[src/rtl/cp0_pkg.sv]
// Shared CP0 definitions: register indices, exception codes, mask bit positions
// and the Cause read-back layout.
package cp0_pkg;

   localparam logic [4:0] CP0_STATUS = 5'd12;
   localparam logic [4:0] CP0_CAUSE  = 5'd13;
   localparam logic [4:0] CP0_EPC    = 5'd14;

   typedef enum logic [1:0] {
      EXC_INT    = 2'b00,
      EXC_SYS    = 2'b01,
      EXC_UNIMPL = 2'b10,
      EXC_OVF    = 2'b11
   } exc_code_e;

   localparam int MASK_INT    = 0;
   localparam int MASK_SYS    = 1;
   localparam int MASK_UNIMPL = 2;
   localparam int MASK_OVF    = 3;

   localparam logic [31:0] EXC_VECTOR_DEFAULT = 32'h0000_0040;

   // Cause as software sees it: live pending at bit 8, ExcCode at [3:2]
   function automatic logic [31:0] cause_word(input logic pend, input exc_code_e code);
      return {23'd0, pend, 4'd0, code, 2'b00};
   endfunction

endpackage

[src/rtl/cp0_intr_sync.sv]
// External interrupt front end: multi-flop synchroniser, rising-edge detect and a
// pending flag that holds until the controller takes the interrupt.
module cp0_intr_sync #(
   parameter int SYNC_STAGES = 2
) (
   input  logic Clk,
   input  logic Rst,
   input  logic Intr,
   input  logic Clear,
   output logic Pending
);

   logic [SYNC_STAGES-1:0] sync_r;
   logic                   prev_r;
   logic                   pending_r;
   logic                   rise_s;

   // synchroniser chain plus one flop of history for edge detection
   always_ff @(posedge Clk) begin
      if (Rst) begin
         sync_r <= {SYNC_STAGES{1'b0}};
         prev_r <= 1'b0;
      end else begin
         sync_r <= {sync_r[SYNC_STAGES-2:0], Intr};
         prev_r <= sync_r[SYNC_STAGES-1];
      end
   end

   assign rise_s = sync_r[SYNC_STAGES-1] & ~prev_r;

   // clearing wins over a coincident edge, so that edge is dropped
   always_ff @(posedge Clk) begin
      if (Rst) begin
         pending_r <= 1'b0;
      end else if (Clear) begin
         pending_r <= 1'b0;
      end else if (rise_s) begin
         pending_r <= 1'b1;
      end
   end

   assign Pending = pending_r;

endmodule

[src/rtl/cp0_exc_ctrl.sv]
// CP0 exception/interrupt controller: per-cycle trap decision, next-PC select and
// the Status/Cause/EPC registers with a three-level mask stack in Status.
module cp0_exc_ctrl
   import cp0_pkg::*;
#(
   parameter logic [31:0] EXC_VECTOR  = EXC_VECTOR_DEFAULT,
   parameter int          SYNC_STAGES = 2
) (
   input  logic        Clk,
   input  logic        Rst,
   input  logic [31:0] Pc,
   input  logic [31:0] NextPc,
   input  logic        Mtc0,
   input  logic        Mfc0,
   input  logic        Eret,
   input  logic        Syscall,
   input  logic        Unimpl,
   input  logic        Ovf,
   input  logic [4:0]  Rd,
   input  logic [31:0] WData,
   input  logic        Intr,
   output logic [31:0] RData,
   output logic [31:0] PcOut,
   output logic        ExcTaken,
   output logic        Cancel,
   output logic        IntAck
);

   logic [11:0] status_r;
   exc_code_e   cause_code_r;
   logic [31:0] epc_r;

   logic        pending_s;
   logic        trap_s;
   logic        sync_exc_s;
   exc_code_e   code_s;
   logic        int_ack_s;
   logic [31:0] rdata_s;
   logic [31:0] pc_out_s;

   cp0_intr_sync #(
      .SYNC_STAGES(SYNC_STAGES)
   ) u_intr_sync (
      .Clk    (Clk),
      .Rst    (Rst),
      .Intr   (Intr),
      .Clear  (int_ack_s),
      .Pending(pending_s)
   );

   // trap priority; an eret defers the interrupt until the mask is restored
   always_comb begin
      trap_s     = 1'b0;
      sync_exc_s = 1'b0;
      code_s     = EXC_INT;
      if (Ovf && status_r[MASK_OVF]) begin
         trap_s     = 1'b1;
         sync_exc_s = 1'b1;
         code_s     = EXC_OVF;
      end else if (Unimpl && status_r[MASK_UNIMPL]) begin
         trap_s     = 1'b1;
         sync_exc_s = 1'b1;
         code_s     = EXC_UNIMPL;
      end else if (Syscall && status_r[MASK_SYS]) begin
         trap_s     = 1'b1;
         sync_exc_s = 1'b1;
         code_s     = EXC_SYS;
      end else if (pending_s && status_r[MASK_INT] && !Eret) begin
         trap_s     = 1'b1;
         sync_exc_s = 1'b0;
         code_s     = EXC_INT;
      end else begin
         trap_s     = 1'b0;
         sync_exc_s = 1'b0;
         code_s     = EXC_INT;
      end
   end

   assign int_ack_s = trap_s & ~sync_exc_s;

   // next-PC select and mfc0 read mux (pre-update register values)
   always_comb begin
      pc_out_s = NextPc;
      rdata_s  = 32'd0;
      if (trap_s) begin
         pc_out_s = EXC_VECTOR;
      end else if (Eret) begin
         pc_out_s = epc_r;
      end else begin
         pc_out_s = NextPc;
      end
      if (Mfc0) begin
         case (Rd)
            CP0_STATUS: rdata_s = {20'd0, status_r};
            CP0_CAUSE:  rdata_s = cause_word(pending_s, cause_code_r);
            CP0_EPC:    rdata_s = epc_r;
            default:    rdata_s = 32'd0;
         endcase
      end else begin
         rdata_s = 32'd0;
      end
   end

   // CP0 register file; a trap overrides both eret and mtc0 in the same cycle
   always_ff @(posedge Clk) begin
      if (Rst) begin
         status_r     <= 12'd0;
         cause_code_r <= EXC_INT;
         epc_r        <= 32'd0;
      end else if (trap_s) begin
         status_r     <= {status_r[7:0], 4'b0000};
         cause_code_r <= code_s;
         epc_r        <= sync_exc_s ? Pc : NextPc;
      end else if (Eret) begin
         status_r <= {4'b0000, status_r[11:4]};
      end else if (Mtc0) begin
         case (Rd)
            CP0_STATUS: status_r <= WData[11:0];
            CP0_EPC:    epc_r    <= WData;
            default:    ;
         endcase
      end
   end

   assign RData    = rdata_s;
   assign PcOut    = pc_out_s;
   assign ExcTaken = trap_s;
   assign Cancel   = trap_s & sync_exc_s;
   assign IntAck   = int_ack_s;

endmodule
[config.mk]
export PLATFORM = sky130hd
export DESIGN_NAME = cp0_exc_ctrl
export DESIGN_NICKNAME = d
export VERILOG_FILES = /design/src/rtl/cp0_pkg.sv /design/src/rtl/cp0_intr_sync.sv /design/src/rtl/cp0_exc_ctrl.sv
export SDC_FILE = /design/constraint.sdc
export NUM_CORES = 1
export LEC_CHECK = 0
export ABC_AREA = 0
export BUFFER_PORTS_ARGS = -buffer_cell sky130_fd_sc_hd__buf_2
export CAP_MARGIN = 15
export CORE_UTILIZATION = 45
export CTS_CLUSTER_DIAMETER = 150
export DETAILED_ROUTE_END_ITERATION = 8
export GPL_ROUTABILITY_DRIVEN = 0
export PLACE_DENSITY = 0.81
export REMOVE_ABC_BUFFERS = 1
export SLEW_MARGIN = 25
export SYNTH_ARGS = -nofsm -noshare
export SYNTH_HDL_FRONTEND = slang
export SYNTH_SLANG_ARGS = --single-unit
[constraint.sdc]
create_clock -name Clk -period 2.1 [get_ports Clk]
set_clock_uncertainty 0.05 [all_clocks]
set_input_delay 0.315 -clock Clk [delete_from_list [all_inputs] [get_ports Clk]]
set_output_delay 0.315 -clock Clk [all_outputs]
set_load 0.05 [all_outputs]
Word-level counts from Yosys, hierarchy flattened
Index checks and enable logic that the tools add are counted.
- equality and inequality tests: 4
- bitwise operators: 5
- muxes and demuxes: 23
- reduce and logical (&&, ||, !) cells: 17
- operator list (kind ; number):
    $mux 32 ; 8
    $pmux 32 s3 ; 1
    $mux 12 ; 4
    $eq 5x4->1 const B ; 3
    $mux 1 ; 8
    $reduce_bool 2->1 ; 4
    $reduce_bool 3->1 ; 2
    $logic_and 1x1->1 ; 5
    $mux 2 ; 2
    $reduce_and 2->1 ; 2
    $reduce_or 2->1 ; 2
    $and 1x1->1 ; 3
    $reduce_and 3->1 ; 1
    $ne 2x1->1 const B ; 1
    $not 1->1 ; 2
    $logic_not 1->1 ; 1
- output and inout port bits: 67
- input bits: 110
- word-level logic and storage cells: 56
- bits in registers: 50

Depth between registers and ports, before layout
Gate-level depths: netlist (run 1).
- depth after elaboration: 8
- depth in mapped cells: 6
- gate-level depth less buffers: 4

Modules after synthesis
Synthesis (run 1) repeated with hierarchy kept, for this count alone.
- cell total of the unflattened synthesis: 384
- area total of the unflattened synthesis: 3275.6 µm²
- by module, submodules not included (module ; cells each ; times used ; sequential area each (µm²) ; area an instance (µm²)):
    cp0_exc_ctrl ; 374 ; 1 ; 920.9 ; 3149.3
    cp0_intr_sync ; 10 ; 1 ; 80.1 ; 126.4

Least setup slack after synthesis (run 1)
OpenSTA, ideal clock, no wires.
- kind: reg2out
- start point: register status_r[2]
- end point: output PcOut[0]
- slack: -0.210 ns
- buffers on the path: 2
- cell stages (with the launch flop): 7
- required time: 1.735 ns
- arrival time: 1.945 ns
- cell sequence: dfxtp_1 a222oi_1 buf_4 inv_2 nor2_2 buf_4 a22o_1
- word-level cells in the longest chain between the ends: 4
- ends and longest elaborated chain (element ; line ; source):
    start: declaration ; cp0_exc_ctrl.sv:29 ; logic [11:0] status_r;
    start signal: assignment ; cp0_exc_ctrl.sv:111 ; status_r <= {status_r[7:0], 4'b0000};
    start signal: assignment ; cp0_exc_ctrl.sv:115 ; status_r <= {4'b0000, status_r[11:4]};
    start signal: assignment ; cp0_exc_ctrl.sv:118 ; CP0_STATUS: status_r <= WData[11:0];
    $logic_and 1x1->1 ; cp0_exc_ctrl.sv:60 ; end else if (Unimpl && status_r[MASK_UNIMPL]) begin
    $mux 1 ; cp0_exc_ctrl.sv:60 ;
    $mux 1 ; cp0_exc_ctrl.sv:56 ; if (Ovf && status_r[MASK_OVF]) begin
    $mux 32 ; cp0_exc_ctrl.sv:85 ; if (trap_s) begin
    end: declaration ; cp0_exc_ctrl.sv:23 ; output logic [31:0] PcOut,
Every way passes these cells.

Final worst setup path (run 1)
- start point: register status_r[2]
- end point: output PcOut[19]
Same word-level chain as after synthesis.

==> impl_metrics.tcl, run 1 <==
set metrics [dict create \
    worstPathArrival_ns 1.95 \
    postSynthCellCount 386 \
    fin_ws_ns -0.217 \
    fin_crit_sh_pct 110 \
    detailed_place_hpwl_mm 7.86 \
    drv_cap 0 \
    cts_root_buffer "clkbuf_8" \
    startpoint_type "flop" \
    status "finished with violations" \
    drt_first_pass_iters 5 \
    ctsHoldBuffers 0 \
    fill_cells 546 \
    cts_sinks 50 \
    die_x_um 86.7 \
    drt_iter0_markers 275 \
    worst_pin_slew_ns 0.489 \
    required_ns 1.74 \
    drt-total-wl_mm 11.9 \
    cts_buffers 5 \
    yosys_warnings 0 \
    nets 678 \
    final_layout_size_suffix_gt1_share_pct 42.0 \
    clock_latency_ns 0.30 \
    routed_via_density 5.87 \
    netlist_area_um2 3230 \
    num_io_pins 177 \
    crit_path_end_kind "primary output" \
    placement_rows 30 \
    grt_usage_pct 30.9 \
    antenna_found_initial 0 \
    synth_cell_type_count 36 \
    core_um2 6870 \
    die_y_um 86.7 \
    postLayoutCoreUtil_pct 69.9 \
    synth.avg_cell_area_um2 8.37 \
    leakage_nw 2.54 \
    rrSetupSlack_ns 0.13 \
    vias 3893 \
    max_freq_mhz 432 \
    insertedDiodeCount 0 \
    clockBufferDepth 2 \
    cts_tree "yes" \
    path_max_fanout 31 \
    seq_area_frac_synth_pct 31.0 \
    dieArea_um2 7520 \
    violations "setup timing" \
    critPathKind "flop to primary output" \
    drv_slew 0 \
    slew_headroom_pct 67.3 \
    drc_errors 0 \
    rsz0062_at_grt "true" \
    clkSlewWorstSetupHoldPaths_ns 0.09 \
    ant_nets 0 \
    place.port_buffers 176 \
    setup_viol 32 \
    grt_max_degree 42 \
    p_per_area_nw_per_um2 606 \
    grt_pass1_vias 3650 \
    hold_violations 0 \
    ys_ff_latch 50 \
    wl_per_cell_um 17.9 \
    cts_max_level 2 \
    fin_crit_ns 2.32 \
    start_util_pct 47.0 \
    grt_pass1_wl_mm 18.0 \
    area_growth_pct 48.7 \
    hold_slack_ns 0.248 \
    overflow 0 \
    worst_hold_path_type "input pin to flop" \
    vdd.ir_drop.worst_mv 0.282 \
]
[final cells by class]
class                   instances  area [um2]  share of cell area, %
multi-input cells             294        2100                   43.7
repair buffers                212        1480                   30.8
flip-flops and latches         50        1000                   20.9
well taps                      96         120                   2.50
clock buffers                   6        82.6                   1.72
inverters                       5        21.3                  0.443
[synth_stat cells (all sizes together)]
master | number | area [um2]
inv | 5 | 18.8
nor3b | 1 | 18.8
nor4bb | 1 | 10.0
nand2 | 11 | 43.8
a222oi | 1 | 10.0
a22oi | 14 | 105
a22o | 64 | 561
and3 | 20 | 125
o32a | 1 | 10.0
nand3 | 2 | 10.0
nand3b | 1 | 7.51
dfxtp | 50 | 1000
buf | 27 | 166
clkbuf | 11 | 41.3
mux2i | 39 | 390
a31oi | 1 | 6.26
a21oi | 39 | 195
and2 | 5 | 31.3
nor2b | 4 | 25.0
o311ai | 1 | 8.76
a211oi | 8 | 80.1
o21ai | 5 | 25.0
a31o | 3 | 26.3
a2111oi | 4 | 35.0
nor3 | 1 | 5.00
or3 | 1 | 6.26
nor2 | 63 | 239
mux2 | 1 | 11.3
nand4 | 1 | 6.26
nand4bb | 1 | 11.3
[final timing paths]
| path | from | end | cells after the start |
|---|---|---|---|
| setup / recovery | status_r[2] | PcOut[19] | 7 |
| hold / removal | Intr | u_intr_sync.sync_r[0] | 2 |
| setup reg to reg | status_r[2] | status_r[11] | 8 |
| hold reg to reg | u_intr_sync.sync_r[0] | u_intr_sync.sync_r[1] | 1 |
[cells by family (layout without fill, tap and decap cells)]
| group | count (synthesis) | count (layout) | synth area share [%] |
|---|---|---|---|
| compound gates | 141 | 142 | 32.9 |
| simple gates | 112 | 112 | 16.7 |
| flops | 50 | 50 | 31.0 |
| buf+inv | 43 | 223 | 7.01 |
| mux | 40 | 40 | 12.4 |
[power by group]
group          total (W)  internal (W)  switching [W]
Clock           0.000557      0.000255       0.000302
Combinational    0.00124      0.000525       0.000715
Sequential       0.00112       0.00104      0.0000771
[placed cells by master (no fill, tap or decap), types with 2 or more instances in the layout]
cell type    n
a211oi_2     4
clkbuf_8     6
nand2_1     10
dfxtp_1     49
nor2_1      61
nand3_1      2
a22oi_1     14
nor2b_1      4
a2111oi_0    4
and2_1       3
mux2i_1     39
buf_12       4
and2_4       2
inv_1        4
nor2_4       2
buf_6       36
o311ai_4     2
a31o_2       3
o21ai_0      5
and3_1      20
buf_2      132
a211oi_1     4
a21oi_1     39
buf_4       35
a22o_1      64
clkbuf_4     3
[registers in the layout (all words and copies together) (netlist names)]
register / flops
epc_r: 32
cause_code_r: 2
u_intr_sync.sync_r: 2
u_intr_sync.prev_r: 1
u_intr_sync.Pending: 1
status_r: 12
[stage by stage]
step                power [W]  instance area, um2  TNS [ns]  cells  setup slack [ns]
finish                0.00291                4800     -5.69    663            -0.217
global route          0.00303                4800     -7.97    663            -0.283
CTS                   0.00287                4710     -3.80    662            -0.135
global placement      0.00214                4300     -1.49    651           -0.0517
detailed placement    0.00216                4300     -3.67    651            -0.104
floorplan             0.00180                3020   -436.65    348             -5.56
[timing repair]
| item | CTS | global route |
|---|---|---|
| gates resized for setup | 84 | 20 |
| gates cloned | 2 | 1 |
| endpoints found under the setup margin | 53 | 71 |
| pin swaps | 1 | 2 |
| setup buffers | 3 | 0 |
[layer usage]
layer | routed length [um] | share of wire, % | up-vias | GRT usage [%]
li1 | - | - | 1813 | -
met1 | 4940 | 42 | 1805 | 38.9
met2 | 5710 | 48 | 248 | 52.8
met3 | 990 | 8.3 | 27 | 6.48
met4 | 229 | 1.9 | 0 | 9.85
met5 | 0 | 0 | - | 0
[critical path: stages, from the launching register on]
cell      delay, ns
dfxtp_2        0.32
a222oi_1       0.38
buf_4          0.21
inv_4          0.04
nor2_4         0.10
buf_12         0.20
a22o_1         0.21
buf_6          0.17
Note: power is estimated with default switching activity, not from simulation.
==> run 2: changes to the inputs <==
Settings changed: PLACE_DENSITY 0.81 to 0.8, SYNTH_HIERARCHICAL set to 1.
==> run 2 against run 1 <==
Compared with the run above: power down 1.2%; critical path type unchanged; largest cell class unchanged; the flow still finishes with violations (setup timing); cell count rose by 0.30%; utilization decreased by 1.1 points; sequential power about the same; sequential cell count stayed put; sequential share of layout area is 0.22 points higher; area after synthesis increased by 1.4%; highest routed layer unchanged; worst setup slack gained 0.061 ns; global-route usage shrank 2.9 points; maximum frequency is 2.7% higher; count of clock-buffer cells in the layout is the same; via count decreased by 5.9%.
==> impl_metrics.tcl, run 2 <==
set metrics [dict create \
    yosys_warnings 6 \
    rsz0062_at_grt "true" \
    setup_viol 32 \
    drc_errors 0 \
    drt_iter0_markers 162 \
    grt_usage_pct 28.0 \
    vdd.ir_drop.worst_mv 0.370 \
    p_per_area_nw_per_um2 605 \
    worstPathArrival_ns 1.89 \
    ys_top_cells_by_count "a22o_1, dfxtp_1, nor2_1, mux2i_1, a21oi_1" \
    clockBufferDepth 2 \
    dp_slack_ns -0.0996 \
    seqPwrFrac_pct 38.3 \
    num_io_pins 177 \
    cts_sinks 50 \
    synthTopCellsByArea "dfxtp_1, a22o_1, mux2i_1" \
    hold_slack_ns 0.182 \
    p_comb_share_pct 40.6 \
    final_cell_mix "buf_2, a22o_1, dfxtp_1, nor2_1, mux2i_1" \
    critPathKind "flop to primary output" \
    synthXorXnorAreaFrac_pct 0 \
    synth-edff-count 0 \
    violations "setup timing" \
    synth_top_family_by_area "compound AO/OA/AOI/OAI gates" \
    grt.met3_usage_pct 5.31 \
    grt-busiest-layer "met2" \
    worst_hold_path_type "input pin to flop" \
    cts_buffers 5 \
    path_max_fanout 12 \
    dp.cells 654 \
    fin_crit_sh_pct 107 \
    start_util_pct 47.4 \
    core_um2 6910 \
    async_flop_share_pct 0 \
    worstReg2RegEnd "status_r[10]" \
    insertedDiodeCount 0 \
    min_to "u_intr_sync/sync_r[0]" \
    final_layout_size_suffix_gt1_share_pct 42.5 \
    max_freq_mhz 443 \
    detailed_place_hpwl_mm 7.87 \
    synth_compound_area_share_pct 31.9 \
    crit_path_end_kind "primary output" \
    slew_headroom_pct 73.8 \
    switchingPower_w 0.00107 \
    cp_slowest_cell "dfxtp_2" \
    regMostFlops "epc_r" \
    hold_violations 0 \
    clock_latency_ns 0.30 \
    die_y_um 87.3 \
    postSynthCellCount 384 \
    cp_slowest_stage_delay_ns 0.33 \
    use_met2_pct 50.6 \
    seq_area_frac_synth_pct 30.6 \
    required_ns 1.74 \
    ys_ff_latch 50 \
    dieArea_um2 7620 \
    finalSetupTns_ns -4.08 \
    wl_per_cell_um 16.6 \
    netSwitchingFraction_pct 37.2 \
    netlist_area_um2 3280 \
    rrSetupSlack_ns 0.12 \
    cpMostUsedCell "buf_6" \
    layout_commonest_cell "buf_2" \
    routed_via_density 5.51 \
    startpoint_type "flop" \
    drt_first_pass_iters 4 \
    ctsHoldBuffers 0 \
    grt_pass1_wl_mm 16.7 \
    crit_chain "a222oi_1 -> buf_4 -> and3b_2 -> buf_6 -> a22o_1 -> buf_6" \
    cts_tree "yes" \
    leakage_nw 2.45 \
    area_growth_pct 45.1 \
    yosys.area_share.simple_pct 14.8 \
    min_from "Intr" \
    vias 3663 \
    die_x_um 87.3 \
    ant_nets 0 \
    fin_crit_ns 2.26 \
    synth_fa_ha_area_share_pct 0 \
    nets 678 \
    p_int_w 0.00181 \
    overflow 0 \
    drt-total-wl_mm 11.0 \
    pwr-share-clk_pct 21.0 \
    synth_cell_type_count 33 \
    fin_ws_ns -0.156 \
    drv_cap 0 \
    cts_max_level 2 \
    synth_ff_type "dfxtp_1" \
    synth_top_area_cell "dfxtp_1" \
    path_delay_family "buffers and inverters" \
    antenna_found_initial 0 \
    cp_num_buf_inv 3 \
    worstReg2RegStart "status_r[3]" \
    largest_register_ffs 32 \
    worst_pin_slew_ns 0.392 \
    reg_top3 "epc_r (32), status_r (12)" \
    yosysMostFrequentCell "a22o_1" \
    grt_max_degree 42 \
    placement_rows 30 \
    synth_top_area_share_pct 30.6 \
    fin_cells 665 \
    clkSlewWorstSetupHoldPaths_ns 0.09 \
    cts_root_buffer "clkbuf_8" \
    synthMuxAreaShare_pct 14.8 \
    drv_slew 0 \
    synth.avg_cell_area_um2 8.53 \
    holdPathStages 2 \
    reg2reg_depth 8 \
    place.port_buffers 176 \
    status "finished with violations" \
    grt_use_met1_pct 33.3 \
    grt_pass1_vias 3568 \
]
run 2: cell families (layout without fill, tap and decap cells):
kind of cell / count (synthesis) / count (layout)
AOI/OAI and AO/OA: 140 / 140
buffers and inverters: 53 / 238
DFF: 50 / 50
muxes: 48 / 48
and+or+nand+nor: 93 / 93
run 2: metal layers:
| metal | part of all wire, % | routed length, um |
|---|---|---|
| met1 | 42 | 4610 |
| met2 | 51 | 5620 |
| met3 | 5.9 | 646 |
| met4 | 1.3 | 139 |
| met5 | 0 | 0 |
run 2: cell type report:
class | instances | area [um2]
tap | 96 | 120
multi-input combinational | 281 | 2020
inverter | 17 | 63.8
clock buffer | 6 | 82.6
sequential | 50 | 1000
timing repair buffer | 213 | 1450
clock inverter | 2 | 17.5
fill | 605 | 2150
run 2: stage by stage:
stage / cell area, um2 / utilization, % / total power (W)
6_report: 4750 / 68.8 / 0.00288
5_1_grt: 4750 / 68.8 / 0.00300
4_1_cts: 4710 / 68.3 / 0.00285
3_5_place_dp: 4390 / 63.5 / 0.00215
3_3_place_gp: 4390 / 63.5 / 0.00213
2_1_floorplan: 3080 / - / 0.00178
run 2: worst max-delay path by stage:
stage	startpoint	endpoint	slack [ns]	cells after the start
floorplan	status_r[3]	u_intr_sync/Pending	-5.45	5
global placement	Ovf	PcOut[26]	-0.05	7
detailed placement	Ovf	PcOut[19]	-0.1	7
CTS	status_r[3]	PcOut[7]	-0.14	6
global route	status_r[3]	PcOut[14]	-0.28	6
finish	status_r[3]	PcOut[14]	-0.16	6
run 2: timing repair:
action | CTS | global route
resized for setup | 71 | 8
buffers inserted | 1 | 3
pin swaps | 0 | 0
setup endpoints to repair | 34 | 35
endpoints found under the hold margin | 0 | 0
run 2: power groups by stage:
stage	registers, W	logic [W]	clock network (W)
final	0.00110	0.00117	0.000605
after global routing	0.00111	0.00124	0.000645
after CTS	0.00110	0.00114	0.000610
after detailed placement	0.00112	0.00103	0
after global placement	0.00112	0.00101	0
after floorplan	0.00110	0.000677	0
==> run 3: changes to the inputs <==
==> constraint.sdc (replaced) <==
create_clock -name Clk -period 2.1 [get_ports Clk]
set_clock_uncertainty 0.05 [all_clocks]
set_input_delay 0.525 -clock Clk [delete_from_list [all_inputs] [get_ports Clk]]
set_output_delay 0.525 -clock Clk [all_outputs]
set_load 0.05 [all_outputs]
==> run 3 against run 2 <==
Compared with the run above: the flow still finishes with violations (setup timing); critical endpoint is now PcOut[12]; largest cell class unchanged; non-clock buffer count increased by 22; hold slack improved by 0.20 ns; global-route usage increased by 4.3 points; combinational power increased by 9%; clock power decreased by 8.9%; cell count increased by 3.2%.
==> impl_metrics.tcl, run 3 (synthesis results as in run 2) <==
set metrics [dict create \
    status "finished with violations" \
    violations "setup timing" \
    final_cell_mix "buf_2, a22o_1, buf_6, dfxtp_1, mux2i_1" \
    clock_latency_ns 0.30 \
    fin_crit_ns 2.63 \
    insertedDiodeCount 0 \
    overflow 0 \
    antenna_found_initial 0 \
    final_layout_size_suffix_gt1_share_pct 50.2 \
    drt_first_pass_iters 7 \
    cts_root_buffer "clkbuf_8" \
    leakage_nw 2.65 \
    cts_tree "yes" \
    p_per_area_nw_per_um2 546 \
    critPathKind "input pin to primary output" \
    detailed_place_hpwl_mm 8.00 \
    area_growth_pct 64.7 \
    fin_cells 686 \
    fin_ws_ns -0.532 \
    drv_cap 0 \
    worstPathArrival_ns 2.06 \
    num_io_pins 177 \
    max_freq_mhz 380 \
    drt-total-wl_mm 12.8 \
    layout_commonest_cell "buf_2" \
    routed_via_density 5.79 \
    ctsHoldBuffers 0 \
    multiInputGateArea_um2 2120 \
    drt_iter0_markers 273 \
    reg2reg_depth 10 \
    die_y_um 87.3 \
    rsz0062_at_grt "true" \
    holdPathStages 2 \
    placement_rows 30 \
    required_ns 1.52 \
    startpoint_type "input pin" \
    clockBufferDepth 2 \
    cts_sinks 50 \
    worst_hold_path_type "input pin to flop" \
    core_um2 6910 \
    place.port_buffers 176 \
    vdd.ir_drop.worst_mv 0.348 \
    drv_slew 0 \
    regMostFlops "epc_r" \
    seq_area_um2 1000 \
    largest_register_ffs 32 \
    grt_max_degree 43 \
    cts_buffers 5 \
    drc_errors 0 \
    min_from "Rst" \
    grt_pass1_wl_mm 19.0 \
    path_max_fanout 22 \
    worst_pin_slew_ns 0.407 \
    fin_crit_sh_pct 125 \
    ant_nets 0 \
    start_util_pct 47.4 \
    die_x_um 87.3 \
    dieArea_um2 7620 \
    worstReg2RegStart "status_r[3]" \
    hold_slack_ns 0.380 \
    reg_top3 "epc_r (32), status_r (12)" \
    setup_viol 56 \
    grt_usage_pct 32.3 \
    wl_per_cell_um 18.7 \
    fill_cells 480 \
    rrSetupSlack_ns 0.03 \
    cts_max_level 2 \
    min_to "status_r[8]" \
    vias 3970 \
    crit_path_end_kind "primary output" \
    nets 700 \
    grt_pass1_vias 3890 \
    hold_violations 0 \
    dp.cells 658 \
    slew_headroom_pct 72.9 \
    clkSlewWorstSetupHoldPaths_ns 0.09 \
    worstReg2RegEnd "epc_r[12]" \
]
## run 3: per-layer routing
metal / global-route usage [%] / share of wire, % / up-vias
met5: 0 / 0 / -
met2: 56.0 / 51 / 216
met1: 38.6 / 39 / 1886
met3: 6.26 / 6.6 / 43
li1: - / - / 1825
met4: 14.6 / 2.9 / 0
## run 3: per-stage QoR
stage | setup slack (ns) | total power (W) | area, um2 | setup TNS [ns] | utilization [%]
after floorplan | -5.79 | 0.00178 | 3080 | -370.49 | -
after global placement | -0.543 | 0.00214 | 4450 | -28.34 | 64.4
after detailed placement | -0.591 | 0.00216 | 4450 | -32.50 | 64.4
after CTS | -0.472 | 0.00285 | 5230 | -17.56 | 75.8
after global routing | -0.604 | 0.00308 | 5400 | -21.80 | 78.1
final | -0.532 | 0.00294 | 5400 | -19.09 | 78.1
## run 3: what timing repair did
| action | 4_1_cts | 5_1_grt |
|---|---|---|
| cloned | 3 | 3 |
| gates resized for setup | 196 | 18 |
| setup endpoints to repair | 64 | 100 |
| setup buffers | 11 | 7 |
| pin swaps | 9 | 8 |
## run 3: worst max path at each step
| stage | start | endpoint | slack, ns | cells past startpoint |
|---|---|---|---|---|
| after global routing | status_r[3] | PcOut[19] | -0.60 | 6 |
| after detailed placement | Ovf | PcOut[13] | -0.59 | 7 |
| after global placement | Ovf | PcOut[26] | -0.54 | 7 |
| after CTS | status_r[3] | PcOut[13] | -0.47 | 6 |
| final | Ovf | PcOut[12] | -0.53 | 7 |
| after floorplan | Ovf | IntAck | -5.79 | 3 |
## run 3: worst max-delay path, stage by stage
cell and delay, ns:
buf_6 0.09, a222oi_1 0.43, buf_4 0.20, and3b_2 0.25, buf_12 0.18, a22o_1 0.20, buf_6 0.17
## run 3: power by group
part           switching (W)  leakage [nW]  internal, W
logic               0.000716          2.20     0.000567
registers          0.0000743         0.410      0.00104
clock network       0.000323        0.0362     0.000228
## run 3: layout make-up
type,count,area share [%]
timing repair buffer,235,37.1
tap,96,2.23
multi-input combinational,281,39.3
sequential,50,18.6
inverter,17,1.23
clock inverter,2,0.278
clock buffer,5,1.28
